`config.mk`:
```
export PLATFORM = sky130hd
export DESIGN_NAME = giaima3_8_seq_flat
export DESIGN_NICKNAME = d
export VERILOG_FILES = /design/src/rtl/giaima_pkg.sv /design/src/rtl/giaima3_8_seq_if.sv /design/src/rtl/giaima_hold_cnt.sv /design/src/rtl/giaima3_8_seq.sv /design/src/flat_wrapper.sv
export SDC_FILE = /design/constraint.sdc
export NUM_CORES = 1
export LEC_CHECK = 0
export BUFFER_PORTS_ARGS = -buffer_cell sky130_fd_sc_hd__buf_2
export CAP_MARGIN = 20
export CORE_MARGIN = 5
export CORE_UTILIZATION = 55
export CTS_CLUSTER_DIAMETER = 60
export DETAILED_ROUTE_END_ITERATION = 10
export PLACE_DENSITY = 0.82
export SYNTH_ARGS = -nofsm -noshare
export SYNTH_HDL_FRONTEND = slang
export SYNTH_SLANG_ARGS = --single-unit
```
`constraint.sdc`:
```
create_clock -name clk -period 5.4 [get_ports clk]
set_input_delay 1.08 -clock clk [delete_from_list [all_inputs] [get_ports clk]]
set_output_delay 1.08 -clock clk [all_outputs]
set_load 0.01 [all_outputs]
```
`src/rtl/giaima_pkg.sv`:
```
// Shared definitions for the 3-to-8 sequenced decoder: state encoding,
// counter width and the one-hot decode helper.
package giaima_pkg;

  localparam int CNT_W = 8;

  typedef enum logic [1:0] {
    ST_IDLE = 2'd0,
    ST_HOLD = 2'd1,
    ST_GAP  = 2'd2
  } state_t;

  // One-hot decode of a 3-bit code; exactly one bit set for any code.
  function automatic logic [7:0] onehot8(input logic [2:0] code);
    return 8'b1 << code;
  endfunction

endpackage

```
`src/rtl/giaima3_8_seq_if.sv`:
```
// Handshake and decode-output bundle of the sequenced 3-to-8 decoder.
// The master side supplies codes; the slave side is the decoder.
interface giaima3_8_seq_if;
  logic       in_valid;
  logic [2:0] in_code;
  logic       in_ready;
  logic [7:0] out_onehot;
  logic       out_valid;
  logic       done;

  modport master (
    output in_valid, in_code,
    input  in_ready, out_onehot, out_valid, done
  );

  modport slave (
    input  in_valid, in_code,
    output in_ready, out_onehot, out_valid, done
  );
endinterface

```
`src/rtl/giaima_hold_cnt.sv`:
```
// Loadable down-counter shared by the HOLD and GAP windows. Load wins over
// decrement; decrementing stops at zero so the count can never wrap.
module giaima_hold_cnt
  import giaima_pkg::*;
(
  input  logic             clk,
  input  logic             rst_n,
  input  logic             i_load,
  input  logic [CNT_W-1:0] i_load_value,
  input  logic             i_dec,
  output logic             o_zero
);

  logic [CNT_W-1:0] r_count;

  // Count register: reload on request, otherwise step down towards zero.
  always_ff @(posedge clk or negedge rst_n) begin
    if (!rst_n) begin
      r_count <= '0;
    end else if (i_load) begin
      r_count <= i_load_value;
    end else if (i_dec && (r_count != '0)) begin
      r_count <= r_count - 1'b1;
    end
  end

  assign o_zero = (r_count == '0);

endmodule

```
`src/rtl/giaima3_8_seq.sv`:
```
// Registered 3-to-8 decoder with valid/ready input handshake. An accepted
// code drives its one-hot line for HOLD cycles, followed by GAP all-zero
// cycles before the next code can be taken. All outputs come from registers
// or from decoding registered state, so nothing on the input side reaches
// an output combinationally.
module giaima3_8_seq
  import giaima_pkg::*;
#(
  parameter int HOLD = 4,   // 1..255
  parameter int GAP  = 1    // 0..255
) (
  input  logic              clk,
  input  logic              rst_n,
  giaima3_8_seq_if.slave    bus
);

  localparam logic [CNT_W-1:0] HOLD_LOAD = CNT_W'(HOLD - 1);
  localparam logic [CNT_W-1:0] GAP_LOAD  = (GAP > 0) ? CNT_W'(GAP - 1) : '0;

  state_t           r_state;
  state_t           w_state_next;
  logic [2:0]       r_code;
  logic             r_done;
  logic             w_done_next;
  logic             w_capture;
  logic             w_load;
  logic [CNT_W-1:0] w_load_value;
  logic             w_dec;
  logic             w_zero;

  giaima_hold_cnt u_cnt (
    .clk          (clk),
    .rst_n        (rst_n),
    .i_load       (w_load),
    .i_load_value (w_load_value),
    .i_dec        (w_dec),
    .o_zero       (w_zero)
  );

  // State, captured code and done pulse registers.
  always_ff @(posedge clk or negedge rst_n) begin
    if (!rst_n) begin
      r_state <= ST_IDLE;
      r_code  <= 3'd0;
      r_done  <= 1'b0;
    end else begin
      r_state <= w_state_next;
      r_done  <= w_done_next;
      if (w_capture) begin
        r_code <= bus.in_code;
      end
    end
  end

  // Next-state logic and counter control; ready is only high in IDLE so a
  // valid there is an acceptance.
  always_comb begin
    w_state_next = r_state;
    w_done_next  = 1'b0;
    w_capture    = 1'b0;
    w_load       = 1'b0;
    w_load_value = '0;
    w_dec        = 1'b0;
    case (r_state)
      ST_IDLE: begin
        if (bus.in_valid) begin
          w_state_next = ST_HOLD;
          w_capture    = 1'b1;
          w_load       = 1'b1;
          w_load_value = HOLD_LOAD;
        end
      end
      ST_HOLD: begin
        if (w_zero) begin
          w_done_next = 1'b1;
          if (GAP > 0) begin
            w_state_next = ST_GAP;
            w_load       = 1'b1;
            w_load_value = GAP_LOAD;
          end else begin
            w_state_next = ST_IDLE;
          end
        end else begin
          w_dec = 1'b1;
        end
      end
      ST_GAP: begin
        if (w_zero) begin
          w_state_next = ST_IDLE;
        end else begin
          w_dec = 1'b1;
        end
      end
      default: begin
        w_state_next = ST_IDLE;
      end
    endcase
  end

  assign bus.in_ready   = (r_state == ST_IDLE);
  assign bus.out_valid  = (r_state == ST_HOLD);
  assign bus.out_onehot = (r_state == ST_HOLD) ? onehot8(r_code) : 8'h00;
  assign bus.done       = r_done;

endmodule

```
`src/flat_wrapper.sv`:
```
// flat-port wrapper written by rule: the top's interface ports become plain ports
module giaima3_8_seq_flat import giaima_pkg::*;
#(
  parameter int HOLD = 4,            
  parameter int GAP  = 1             
)
  (clk, rst_n, bus_in_valid, bus_in_code, bus_in_ready, bus_out_onehot, bus_out_valid, bus_done);
  giaima3_8_seq_if bus_i ();
  input  logic clk;
  input  logic rst_n;
  input wire logic [$bits(bus_i.in_valid)-1:0] bus_in_valid;
  input wire logic [$bits(bus_i.in_code)-1:0] bus_in_code;
  output wire logic [$bits(bus_i.in_ready)-1:0] bus_in_ready;
  output wire logic [$bits(bus_i.out_onehot)-1:0] bus_out_onehot;
  output wire logic [$bits(bus_i.out_valid)-1:0] bus_out_valid;
  output wire logic [$bits(bus_i.done)-1:0] bus_done;
  assign bus_i.in_valid = bus_in_valid;
  assign bus_i.in_code = bus_in_code;
  assign bus_in_ready = bus_i.in_ready;
  assign bus_out_onehot = bus_i.out_onehot;
  assign bus_out_valid = bus_i.out_valid;
  assign bus_done = bus_i.done;
  giaima3_8_seq #(.HOLD(HOLD), .GAP(GAP)) u_core (.clk(clk), .rst_n(rst_n), .bus(bus_i));
endmodule
```
==> key figures, run 1 <==
Run status
  – Status: completed

STA
  – Final setup slack of the worst path: a little under 3 ns
  – Unrepaired setup endpoints after global routing: no
  – Fin Setup TNS: 0 ns
  – Final setup viols: 0
  – Final-report max-slew violation count: 0
  – Time the final worst path needs with I/O delays and setup: roughly 2.5 ns
  – Peak Freq: roughly 400 MHz
  – Worst clock skew: between 0.003 and 0.004 ns
  – Portion of the clock cycle consumed by the worst path in the final layout: about 47%
  – Transition at the pin with the smallest max-transition slack: between 0.4 and 0.5 ns
  – Slew HR: 67.1%
  – Number of failing hold endpoints at the final stage: 0

Placement
  – Placer's final routability congestion estimate: around 0.77
  – Setup slack at placement: between 3 and 4 ns
  – Half-perimeter wire length after detailed placement: 1.23 mm
  – Count of input and output buffers: 16

Synthesis
  – Cell type with the largest total area after synthesis: sky130_fd_sc_hd__dfrtp_1
  – Syn. warnings: 0
  – Yosys cell types: 30
  – Leading cell types by total area after synthesis: sky130_fd_sc_hd__dfrtp_1 45%, sky130_fd_sc_hd__ha_1 6.4%, sky130_fd_sc_hd__nor2_1 5.3%, sky130_fd_sc_hd__mux2_2 4.3%, sky130_fd_sc_hd__nand2_1 3.3%
  – Post-Synthesis Net Count: between 90 and 100
  – Sequential fraction of the synthesis area: between 40 and 50%
  – Number of storage elements in the synthesis netlist: 14
  – Fraction of synthesized cell area taken by the top area cell type: roughly 45%
  – Total standard cell area after synthesis: 786 sq um
  – Gate Count Post-Synth: 83
  – Synthesized area divided by synthesized cell count: 9.47 sq um

Drt
  – Vias post-DR: between 600 and 700
  – Final Routed Wirelength: ~1.6 mm
  – Drt pass-1 iters: 4
  – Remaining antenna violation count after routing: 0
  – DRC errors left: 0
  – Starting DRT DRC Count: 22
  – Via-per-instance ratio: approximately 5.6
  – Per-cell routed wire length: 13.6 um

CTS
  – Number of gates given a new drive strength after cts: 0
  – Post-CTS setup repair buffer count: 0
  – Later-pin clock latency in the skew report: around 0.27 ns
  – Root Buffer: sky130_fd_sc_hd__clkbuf_4
  – Number of buffers added by the clock tree synthesis step: 3
  – CTS Buffer Depth: 2
  – Number of levels the H-tree was split into: 1
  – Clock sink total: 14
  – Reg clk slew, reported paths: approximately 0.08 ns
  – Clock tree from TritonCTS: built
  – Number of buffers inserted for hold repair after clock tree synthesis: 0

Flow run
  – Max capacitance violation total: 0

Floorplanning
  – Std cell rows: 13
  – Die outline area: around 2300 sq um
  – Number of I/O pins: 17
  – Starting Density: 58.9%
  – Die outline height: 47.8 um
  – Die span in x: about 48 um
  – Placeable core area: about 1300 sq um

Setup path
  – Family with the most delay on the worst path: flip-flops
  – CP Capture Type: output port
  – Maximum single-stage delay on the critical path: 0.41 ns
  – Count of buffer and inverter cells on the critical path: 2
  – Depth of the critical timing path with buffers and inverters included: 5
  – Slowest stage cell, crit path: sky130_fd_sc_hd__dfrtp_1
  – Cell Chain, Critical Path: inv_1, ha_1, nand2_1, nor3_1, buf_2
  – Launching element type of the critical path: flip-flop
  – Critical path required time: roughly 4.3 ns
  – Number of cells traversed by the worst register-to-register path: 6
  – Path type of the worst setup path: flip-flop to output port
  – Critical-path maximum fanout: 5
  – Data arrival time at the worst-slack endpoint: approximately 1.4 ns

Power and ir drop
  – Power density over cell area: roughly 650 nW/um^2
  – Highest ir drop seen on vdd: ~0.31 mV
  – Leakage: roughly 0.00046 uW
  – Tot Pwr: 595 uW

Min path
  – Class of the worst hold path: flip-flop to flip-flop
  – Worst Hold Path Cells: 1

GRT
  – Vias in the first global route: around 600
  – GRT Overall Usage: 16.5%
  – Number of antenna violations at the first check in global routing: 0
  – Largest net degree at the start of global routing: 15
  – Global-route wire length before repair: 2.66 mm
  – Total congestion overflow after global routing: 0

Layout
  – Area growth from synthesis to layout: 17.2%
  – Share of post-route cells with drive strength above 1: roughly 29%
  – Nets: 114
  – # fillers: about 110
  – # diodes: 0
[stage by stage]
stage	cell area [sq um]	hold WS, ns	util, %	std cells
final	921	0.557	69.0	118
after global routing	921	0.572	69.0	118
after CTS	921	0.551	69.0	118
after detailed placement	885	0.531	66.3	114
after global placement	885	0.515	66.3	114
after floorplan	786	0.494	-	83
[path summary, 6_finish.rpt]
check                                               startpoint                                   to  slack [ns]
setup / recovery                 u_core.r_state[1]$_DFFE_PN0P_                    bus_out_onehot[1]        2.88
hold / removal                    u_core.r_code[0]$_DFFE_PN0P_         u_core.r_code[0]$_DFFE_PN0P_        0.56
setup reg to reg           u_core.u_cnt.r_count[0]$_DFFE_PN0P_  u_core.u_cnt.r_count[6]$_DFFE_PN0P_        3.35
hold reg to reg                   u_core.r_code[0]$_DFFE_PN0P_         u_core.r_code[0]$_DFFE_PN0P_        0.56
max in group asynchronous                                rst_n         u_core.r_code[0]$_DFFE_PN0P_        4.47
min in group asynchronous                                rst_n  u_core.u_cnt.r_count[4]$_DFFE_PN0P_        0.69
[power by group]
part           total [uW]  switching (uW)  internal, uW
combinational         319             178           142
sequential            202            49.6           152
clock                73.9            33.0          40.9
total                 595             260           335
[metal layers]
metal	wire length, um	track usage (%)	up-vias
met5	0	0	-
met4	9	4.84	0
met3	80	3.76	2
met2	760	25.1	17
met1	760	23.4	311
li1	-	-	335
[cell usage after synthesis]
| library cell | instances |
|---|---|
| sky130_fd_sc_hd__o21a_1 | 1 |
| sky130_fd_sc_hd__nand2_1 | 7 |
| sky130_fd_sc_hd__a31oi_1 | 1 |
| sky130_fd_sc_hd__nor4b_1 | 1 |
| sky130_fd_sc_hd__o21ai_1 | 1 |
| sky130_fd_sc_hd__o21ai_0 | 4 |
| sky130_fd_sc_hd__dfrtp_1 | 14 |
| sky130_fd_sc_hd__or4_2 | 1 |
| sky130_fd_sc_hd__nand3_1 | 2 |
| sky130_fd_sc_hd__mux2i_1 | 1 |
| sky130_fd_sc_hd__ha_1 | 4 |
| sky130_fd_sc_hd__nor4_1 | 1 |
| sky130_fd_sc_hd__a21oi_2 | 1 |
| sky130_fd_sc_hd__nor3_1 | 3 |
| sky130_fd_sc_hd__a2bb2oi_1 | 1 |
| sky130_fd_sc_hd__or4bb_2 | 1 |
| sky130_fd_sc_hd__o31a_1 | 1 |
| sky130_fd_sc_hd__or3b_2 | 1 |
| sky130_fd_sc_hd__xor2_1 | 1 |
| sky130_fd_sc_hd__nand2b_1 | 4 |
| sky130_fd_sc_hd__or3_2 | 2 |
| sky130_fd_sc_hd__o211ai_1 | 2 |
| sky130_fd_sc_hd__or4_4 | 1 |
| sky130_fd_sc_hd__or4_1 | 1 |
| sky130_fd_sc_hd__nor2b_1 | 1 |
| sky130_fd_sc_hd__mux2_2 | 3 |
| sky130_fd_sc_hd__nor2_1 | 11 |
| sky130_fd_sc_hd__a21oi_1 | 3 |
| sky130_fd_sc_hd__or3_1 | 2 |
| sky130_fd_sc_hd__inv_1 | 6 |
[cell families after synthesis]
kind of cell    share of synthesized area, %
simple gates                            27.4
compound gates                          12.1
flops                                   44.6
buf+inv                                 2.87
mux                                     5.57
fa+ha+maj                               6.37
xor+xnor                                1.11
[registers in the layout, indices dropped and copies added, names as in the netlist]
signal	flops
u_core.u_cnt.r_count	8
u_core.r_code	3
u_core.r_state	2
u_core.bus.done	1
[layout make-up]
type / count / area [sq um] / share of cell area (%)
clock buffer: 4 / 36.3 / 3.94
inverter: 6 / 22.5 / 2.45
multi-input combinational: 63 / 413 / 44.8
tap: 15 / 18.8 / 2.04
timing repair buffer: 16 / 80.1 / 8.70
sequential: 14 / 350 / 38.0
[cell usage in the layout (no fill, tap or decap), drive strengths merged, types with 4 or more instances in the layout]
cell / Yosys / final
dfrtp: 14 / 14
or3: 4 / 4
buf: 0 / 16
a21oi: 4 / 4
inv: 6 / 6
clkbuf: 0 / 4
o21ai: 5 / 5
ha: 4 / 4
nand2: 7 / 7
nand2b: 4 / 4
nor2: 11 / 11
No activity file was read; power rests on OpenSTA's default activity.
==> run 2, diff against run 1 <==
--- a/config.mk
+++ b/config.mk
@@ -5,13 +5,14 @@
 export SDC_FILE = /design/constraint.sdc
 export NUM_CORES = 1
 export LEC_CHECK = 0
+export ABC_AREA = 1
 export BUFFER_PORTS_ARGS = -buffer_cell sky130_fd_sc_hd__buf_2
 export CAP_MARGIN = 20
 export CORE_MARGIN = 5
-export CORE_UTILIZATION = 55
+export CORE_UTILIZATION = 48
 export CTS_CLUSTER_DIAMETER = 60
 export DETAILED_ROUTE_END_ITERATION = 10
-export PLACE_DENSITY = 0.82
+export PLACE_DENSITY = 0.75
 export SYNTH_ARGS = -nofsm -noshare
 export SYNTH_HDL_FRONTEND = slang
 export SYNTH_SLANG_ARGS = --single-unit
==> constraint.sdc (replaced) <==
create_clock -name clk -period 2 [get_ports clk]
set_input_delay 0.4 -clock clk [delete_from_list [all_inputs] [get_ports clk]]
set_output_delay 0.4 -clock clk [all_outputs]
set_load 0.01 [all_outputs]
==> run 2 against run 1 <==
  * The flow now finishes with violations (hold timing)
  * Final area increased by 13%
  * Critical path depth grew 1
  * Hold slack worse by 0.56 ns
  * Non-clock buffer count grew 1
  * Critical endpoint is now bus_out_onehot[2]
  * Highest routed layer unchanged
==> key figures, run 2 <==
Setup path
  – Number of cells traversed by the worst register-to-register path: 8 (+2)
  – Critical path required time: 1.60 ns (-2.72 ns)
  – Slowest stage cell, crit path: sky130_fd_sc_hd__dfrtp_1
  – Data arrival time at the worst-slack endpoint: 1.52 ns (+0.08 ns)
  – Cell Chain, Critical Path: inv_1, ha_4, inv_2, or2_1, nor2_1, buf_2
  – Worst reg2reg path startpoint: u_core.u_cnt.r_count[0]$_DFFE_PN0P_
  – Reg-to-reg slack, setup: 0.42 ns (-2.93 ns)
  – Family with the most delay on the worst path: flip-flops
  – CP Capture Type: output port
  – Critical-path maximum fanout: 6 (+1)
  – R2R Path End: u_core.u_cnt.r_count[1]$_DFFE_PN0P_
  – Count of buffer and inverter cells on the critical path: 3 (+1)
  – Maximum single-stage delay on the critical path: 0.40 ns (about the same)
  – Path type of the worst setup path: flip-flop to output port
  – Launching element type of the critical path: flip-flop

STA
  – Transition at the pin with the smallest max-transition slack: 0.330 ns (-0.160 ns)
  – Fin Setup TNS: 0 ns (unchanged)
  – Slew HR: 78.0% (+11 points)
  – Time the final worst path needs with I/O delays and setup: approximately 1.9 ns
  – Final-report max-slew violation count: 0 (unchanged)
  – Number of failing hold endpoints at the final stage: 1 (+1)
  – Worst slack on hold paths: -0.0000703 ns (-0.557 ns)
  – Worst clock skew: 0.00579 ns (+0.00216 ns)
  – Final setup viols: 0 (unchanged)
  – Portion of the clock cycle consumed by the worst path in the final layout: between 90% and 100%
  – Peak Freq: 522 MHz
  – Unrepaired setup endpoints after global routing: no

Layout
  – Share of the core filled with cells: 59.5% (-9.5 points)
  – Nets: 159 (+39%)
  – Area growth from synthesis to layout: 17.4%
  – Commonest non-fill, non-tap cells in the layout: 47 x sky130_fd_sc_hd__nand2_1, 17 x sky130_fd_sc_hd__nor2_1, 16 x sky130_fd_sc_hd__inv_1, 16 x sky130_fd_sc_hd__buf_2, 14 x sky130_fd_sc_hd__dfrtp_1
  – Most frequent standard cell in the layout excluding fill and tap cells: sky130_fd_sc_hd__nand2_1
  – # diodes: 0 (unchanged)
  – Largest registers: u_core.u_cnt.r_count x8, u_core.r_code x3, u_core.r_state x2
  – Share of post-route cells with drive strength above 1: 21.8% (-7.4 points)
  – Register with the highest flop count: u_core.u_cnt.r_count
  – Number of flip-flops in the largest register: 8 (unchanged)

Placement
  – Half-perimeter wire length after detailed placement: 1.43 mm (+17%)
  – Placer's final routability congestion estimate: 0.821 (+6.1%)
  – Count of input and output buffers: 16 (unchanged)

CTS
  – Number of levels the H-tree was split into: 1 (unchanged)
  – Number of buffers added by the clock tree synthesis step: 3 (unchanged)
  – Root Buffer: sky130_fd_sc_hd__clkbuf_4
  – Clock tree from TritonCTS: built
  – Clock sink total: 14 (unchanged)
  – Reg clk slew, reported paths: 0.09 ns (about the same)
  – CTS Buffer Depth: 2 (unchanged)
  – Later-pin clock latency in the skew report: 0.28 ns (about the same)

Drt
  – Drt pass-1 iters: 4 (unchanged)
  – Remaining antenna violation count after routing: 0 (unchanged)
  – DRC errors left: 0 (unchanged)
  – Per-cell routed wire length: 10.8 um (-21%)
  – Vias post-DR: 808 (+22%)
  – Final Routed Wirelength: 1.86 mm (+16%)
  – Starting DRT DRC Count: 11 (-50%)
  – Via-per-instance ratio: 4.70 (-17%)

Floorplanning
  – Placeable core area: 1750 sq um (+31%)
  – Std cell rows: 15 (+2)
  – Die outline height: 52.9 um (+11%)
  – Die outline area: 2800 sq um (+23%)
  – Starting Density: 50.7% (-8.2 points)
  – Die span in x: 52.9 um (+11%)
  – Number of I/O pins: 17 (unchanged)

Power and ir drop
  – Tot Pwr: 1670 uW (+180%)
  – Power density over cell area: 1600 nW/um^2 (+150%)
  – Highest ir drop seen on vdd: 0.703 mV (+130%)
  – Leakage: 0.000606 uW (+33%)

GRT
  – Number of antenna violations at the first check in global routing: 0 (unchanged)
  – Vias in the first global route: 791 (+30%)
  – Total congestion overflow after global routing: 0 (unchanged)
  – Largest net degree at the start of global routing: 15 (unchanged)
  – GRT Overall Usage: 16.2% (-0.29 points)
  – Global-route wire length before repair: 3.30 mm (+24%)

Synthesis
  – Share of async-settable or async-resettable flops after synthesis: 100% (unchanged)
  – Syn. warnings: 0 (unchanged)
  – Yosys cell types: 19 (-37%)
  – Most frequent cell after synthesis: sky130_fd_sc_hd__nand2_1
  – Number of storage elements in the synthesis netlist: 14 (unchanged)
  – Sequential fraction of the synthesis area: 39.6% (-5.0 points)
  – Leading cell types by total area after synthesis: sky130_fd_sc_hd__dfrtp_1 40%, sky130_fd_sc_hd__nand2_1 20%, sky130_fd_sc_hd__nor2_1 7.2%, sky130_fd_sc_hd__inv_1 6.8%, sky130_fd_sc_hd__ha_1 5.7%
  – Number of synthesized flops with an enable pin: 0 (unchanged)
  – Most common flop cell mapped by yosys: sky130_fd_sc_hd__dfrtp_1
  – Adder-Cell Fraction of Synth Area: 5.66% (-0.71 points)
  – Share of synthesized area spent on multiplexers: 0% (-5.6 points)
  – Compound-gate portion of the synthesized area: 3.39% (-8.7 points)
  – Post-Synth XOR/XNOR Area: 1.98% (+0.87 points)
  – Total standard cell area after synthesis: 885 sq um (+13%)
  – Main combinational cell family by area after synthesis: simple AND/OR/NAND/NOR gates
  – Post-synthesis share of cell area spent on and, or, nand and nor gates: 40.9% (+13 points)
  – Post-synth top cells: 47 x sky130_fd_sc_hd__nand2_1, 17 x sky130_fd_sc_hd__nor2_1, 16 x sky130_fd_sc_hd__inv_1
  – Cell type with the largest total area after synthesis: sky130_fd_sc_hd__dfrtp_1
  – Post-Synthesis Net Count: 137 (+47%)
  – Synthesized area divided by synthesized cell count: 6.97 sq um (-26%)
  – Fraction of synthesized cell area taken by the top area cell type: 39.6% (-5.0 points)
  – Gate Count Post-Synth: 127 (+53%)

Run status
  – Violated checks: hold timing
  – Status: finished, violations left

Min path
  – Class of the worst hold path: primary input to async pin

Flow run
  – Max capacitance violation total: 0 (unchanged)
[run 2: repair_timing]
| item | in CTS | in global routing |
|---|---|---|
| setup buffers | 0 | 1 |
| endpoints found under the setup margin | 0 | 8 |
| hold endpoints to repair | 0 | 0 |
| gates resized for setup | 0 | 2 |
| hold buffers | 0 | 0 |
[run 2: where the power goes]
group	leakage, uW	internal [uW]	total, uW	switching (uW)
Sequential	0.000182	388	471	83.7
Combinational	0.000411	373	1030	660
Clock	0.0000138	69.9	163	92.6
Total	0.000606	830	1670	836
[run 2: metrics by stage]
stage / setup WS (ns) / cell area (sq um) / cells
2_1_floorplan: 0.398 / 885 / 127
3_3_place_gp: 0.373 / 996 / 168
3_5_place_dp: 0.339 / 996 / 168
4_1_cts: 0.00608 / 1020 / 171
5_1_grt: 0.00682 / 1040 / 172
6_report: 0.0842 / 1040 / 172
[run 2: worst reg2reg max path: stages, from the launching register on]
cell	delay, ns
sky130_fd_sc_hd__dfrtp_1	0.38
sky130_fd_sc_hd__inv_1	0.12
sky130_fd_sc_hd__ha_1	0.27
sky130_fd_sc_hd__nand2_1	0.14
sky130_fd_sc_hd__nor2_4	0.18
sky130_fd_sc_hd__nor2_4	0.09
sky130_fd_sc_hd__nor2_4	0.20
sky130_fd_sc_hd__nand2_1	0.08
sky130_fd_sc_hd__nand2_1	0.06
[run 2: cells by family after synthesis]
kind of cell               after synthesis
AOI/OAI and AO/OA                        5
xor gates and xnor gates                 2
adders and majority gates                4
buffers and inverters                   20
DFF                                     14
and+or+nand+nor                         82
[run 2: worst max path at each step]
stage	start	end	slack (ns)	depth (start not counted)
CTS	u_core.r_state[1]$_DFFE_PN0P_	bus_out_onehot[2]	0.006	6
global placement	u_core.r_state[1]$_DFFE_PN0P_	bus_out_onehot[3]	0.37	6
floorplan	u_core.r_state[1]$_DFFE_PN0P_	bus_out_onehot[0]	0.40	5
global route	u_core.r_state[1]$_DFFE_PN0P_	bus_out_onehot[1]	0.007	6
detailed placement	u_core.r_state[1]$_DFFE_PN0P_	bus_out_onehot[2]	0.34	6
finish	u_core.r_state[1]$_DFFE_PN0P_	bus_out_onehot[2]	0.08	6
[run 2: layout make-up]
class / count / area (sq um)
well taps: 25 / 31.3
inverters: 20 / 75.1
flip-flops and latches: 14 / 350
multi-input cells: 93 / 472
clock buffers: 3 / 22.5
fillers: 170 / 707
repair buffers: 17 / 87.6
[run 2: metal layers]
layer	part of all wire (%)	track usage [%]
met4	1.8	8.09
met5	0	0
met1	44	19.8
met2	50	27.3
met3	3.4	2.54
==> run 3, diff against run 2 <==
--- a/config.mk
+++ b/config.mk
@@ -9,10 +9,10 @@
 export BUFFER_PORTS_ARGS = -buffer_cell sky130_fd_sc_hd__buf_2
 export CAP_MARGIN = 20
 export CORE_MARGIN = 5
-export CORE_UTILIZATION = 48
+export CORE_UTILIZATION = 43
 export CTS_CLUSTER_DIAMETER = 60
 export DETAILED_ROUTE_END_ITERATION = 10
-export PLACE_DENSITY = 0.75
+export PLACE_DENSITY = 0.68
 export SYNTH_ARGS = -nofsm -noshare
 export SYNTH_HDL_FRONTEND = slang
 export SYNTH_SLANG_ARGS = --single-unit
==> run 3 against run 2 <==
  * The run now ends clean
  * Register-to-register slack worse by 0.02 ns
  * Setup slack improved by 0.036 ns
  * Largest cell class unchanged
  * Final cell count is 0.58% higher
  * Clock-buffer cell count did not move
  * Non-clock buffer count fell by 1
  * First-iteration DRC count is 18% higher
  * Via count decreased by 1.6%
  * Critical path depth did not move
  * Die area up 9.4%
  * Clock power is essentially flat
  * Sequential share of layout area up 0.16 points
  * Final area down 0.48%
==> key figures, run 3 (synthesis results as in run 2) <==
Drt
  – Final Routed Wirelength: 1.83 mm (-1.7%)
  – Per-cell routed wire length: 10.6 um (-2.2%)
  – Via-per-instance ratio: 4.60 (-2.2%)
  – Vias post-DR: 795 (-1.6%)
  – Remaining antenna violation count after routing: 0 (unchanged)
  – Drt pass-1 iters: 4 (unchanged)
  – Starting DRT DRC Count: 13 (+2)
  – DRC errors left: 0 (unchanged)

GRT
  – Number of antenna violations at the first check in global routing: 0 (unchanged)
  – Total congestion overflow after global routing: 0 (unchanged)
  – GRT Overall Usage: 12.8% (-3.4 points)
  – Global-route wire length before repair: 3.17 mm (-4.0%)
  – Largest net degree at the start of global routing: 15 (unchanged)
  – Vias in the first global route: 720 (-9.0%)

Floorplanning
  – Starting Density: 45.1% (-5.6 points)
  – Number of I/O pins: 17 (unchanged)
  – Placeable core area: 1960 sq um (+12%)
  – Die outline height: 55.4 um (+4.6%)
  – Std cell rows: 16 (+1)
  – Die outline area: 3060 sq um (+9.4%)
  – Die span in x: 55.4 um (+4.6%)

CTS
  – Reg clk slew, reported paths: 0.08 ns (about the same)
  – Clock sink total: 14 (unchanged)
  – Clock tree from TritonCTS: built
  – Root Buffer: sky130_fd_sc_hd__clkbuf_4
  – Later-pin clock latency in the skew report: 0.28 ns (about the same)
  – Number of buffers added by the clock tree synthesis step: 3 (unchanged)
  – CTS Buffer Depth: 2 (unchanged)
  – Number of levels the H-tree was split into: 1 (unchanged)

Setup path
  – Worst Setup SP: u_core.r_state[1]$_DFFE_PN0P_
  – Critical path required time: 1.60 ns (about the same)
  – Cell Chain, Critical Path: inv_2, ha_4, inv_2, or2_1, nor2_1, buf_2
  – End point of the critical path: bus_out_onehot[2]
  – Family with the most delay on the worst path: flip-flops
  – Path type of the worst setup path: flip-flop to output port
  – Reg-to-reg slack, setup: 0.40 ns (-0.02 ns)
  – Launching element type of the critical path: flip-flop
  – Number of cells traversed by the worst register-to-register path: 8 (unchanged)
  – Most numerous cell on the critical path: sky130_fd_sc_hd__inv_2
  – Worst reg2reg path startpoint: u_core.u_cnt.r_count[0]$_DFFE_PN0P_
  – CP Capture Type: output port
  – Depth of the critical timing path with buffers and inverters included: 6 (unchanged)
  – Count of buffer and inverter cells on the critical path: 3 (unchanged)
  – Maximum single-stage delay on the critical path: 0.41 ns (about the same)
  – Slowest stage cell, crit path: sky130_fd_sc_hd__dfrtp_1
  – R2R Path End: u_core.u_cnt.r_count[5]$_DFFE_PN0P_
  – Data arrival time at the worst-slack endpoint: 1.48 ns (-0.04 ns)
  – Critical-path maximum fanout: 6 (unchanged)

Layout
  – Largest registers: u_core.u_cnt.r_count x8, u_core.r_code x3, u_core.r_state x2
  – Area growth from synthesis to layout: 16.8%
  – Most frequent standard cell in the layout excluding fill and tap cells: sky130_fd_sc_hd__nand2_1
  – Number of flip-flops in the largest register: 8 (unchanged)
  – Share of post-route cells with drive strength above 1: 21.9% (+0.15 points)
  – Commonest non-fill, non-tap cells in the layout: 47 x sky130_fd_sc_hd__nand2_1, 17 x sky130_fd_sc_hd__nor2_1, 16 x sky130_fd_sc_hd__buf_2
  – Nets: 158 (-0.63%)
  – Register with the highest flop count: u_core.u_cnt.r_count
  – Share of the core filled with cells: 52.7% (-6.8 points)
  – Non-Filler Instances: 173 (+0.58%)
  – # diodes: 0 (unchanged)

STA
  – Portion of the clock cycle consumed by the worst path in the final layout: 94.0% (-1.8 points)
  – Worst clock skew: 0.00313 ns (-0.00266 ns)
  – Transition at the pin with the smallest max-transition slack: 0.325 ns (-0.00518 ns)
  – Fin Setup TNS: 0 ns (unchanged)
  – Unrepaired setup endpoints after global routing: no
  – Worst slack on hold paths: 0.00119 ns (+0.00126 ns)
  – Number of failing hold endpoints at the final stage: 0 (-1)
  – Final setup slack of the worst path: 0.121 ns (+0.0365 ns)
  – Slew HR: 78.3% (+0.35 points)
  – Final-report max-slew violation count: 0 (unchanged)
  – Time the final worst path needs with I/O delays and setup: 1.88 ns (-0.0365 ns)
  – Final setup viols: 0 (unchanged)
  – Peak Freq: 532 MHz (+1.9%)

Power and ir drop
  – Leakage: 0.000601 uW (-0.86%)
  – Power density over cell area: 1600 nW/um^2 (-0.49%)
  – Switching part of the total power: 50.4% (+0.27 points)
  – Sequential share of power: 28.7% (+0.4 points)
  – Net switching power figure: 832 uW (-0.43%)
  – Int Pwr: 818 uW (-1.5%)
  – Proportion of power drawn by the clock network: 9.7% (about the same)
  – Highest ir drop seen on vdd: 1.02 mV (+45%)
  – Comb power frac: 61.6% (-0.3 points)

Run status
  – Status: completed

Placement
  – Placed Cells incl. Taps: 170 (+1.2%)
  – Half-perimeter wire length after detailed placement: 1.42 mm (-0.85%)
  – Setup slack at placement: 0.305 ns (-0.0346 ns)
  – Placer's final routability congestion estimate: 0.843 (+2.6%)
  – Count of input and output buffers: 16 (unchanged)

Flow run
  – Max capacitance violation total: 0 (unchanged)

Min path
  – Class of the worst hold path: primary input to async pin
run 3: cell types whose count changed in the layout (fill, tap and decap cells not counted):
cell / previous run / this run
sky130_fd_sc_hd__buf_4: 1 / 0
sky130_fd_sc_hd__inv_1: 16 / 15
sky130_fd_sc_hd__inv_2: 3 / 4
run 3: cell type report:
type / count / area [sq um]
Multi-Input combinational cell: 93 / 472
Timing Repair Buffer: 16 / 80.1
Clock buffer: 3 / 22.5
Inverter: 20 / 75.1
Sequential cell: 14 / 350
Fill cell: 202 / 928
Tap cell: 27 / 33.8
run 3: power groups by stage:
stage | clock network [uW] | registers, uW | logic (uW)
3_3_place_gp | 0 | 470 | 976
4_1_cts | 164 | 465 | 1010
5_1_grt | 176 | 489 | 1160
2_1_floorplan | 0 | 457 | 778
3_5_place_dp | 0 | 471 | 1000
6_report | 160 | 474 | 1020
run 3: worst min-delay path by stage:
stage           from                                  end  slack (ns)  cells after the start
2_1_floorplan  rst_n            u_core.bus.done$_DFF_PN0_        0.10                      0
3_3_place_gp   rst_n  u_core.u_cnt.r_count[0]$_DFFE_PN0P_        0.32                      1
3_5_place_dp   rst_n  u_core.u_cnt.r_count[1]$_DFFE_PN0P_        0.32                      1
4_1_cts        rst_n  u_core.u_cnt.r_count[4]$_DFFE_PN0P_        0.02                      1
5_1_grt        rst_n  u_core.u_cnt.r_count[4]$_DFFE_PN0P_        0.02                      1
6_report       rst_n  u_core.u_cnt.r_count[1]$_DFFE_PN0P_       0.001                      1
run 3: repair_timing:
item,CTS,global route
endpoints found under the setup margin,2,4
hold buffers,0,0
buffers inserted,0,0
gates resized for setup,1,2
run 3: metrics by stage:
step	area [sq um]	total power, uW
global placement	998	1450
global route	1030	1830
CTS	1020	1640
finish	1030	1650
detailed placement	998	1480
floorplan	885	1240
run 3: routing by layer:
metal	share of wire [%]	vias to the layer above	GRT usage, %
met5	0	-	0
met1	46	343	15.4
met3	4.6	4	3.73
met4	1.7	0	7.29
li1	-	429	-
met2	47	19	20.1
run 3: worst register-to-register path: cells and delay by family (launching register included):
| kind | cells | cell delay, ns |
|---|---|---|
| fa+ha+maj | 1 | 0.27 |
| buf+inv | 1 | 0.14 |
| flops | 1 | 0.38 |
| simple gates | 6 | 0.76 |
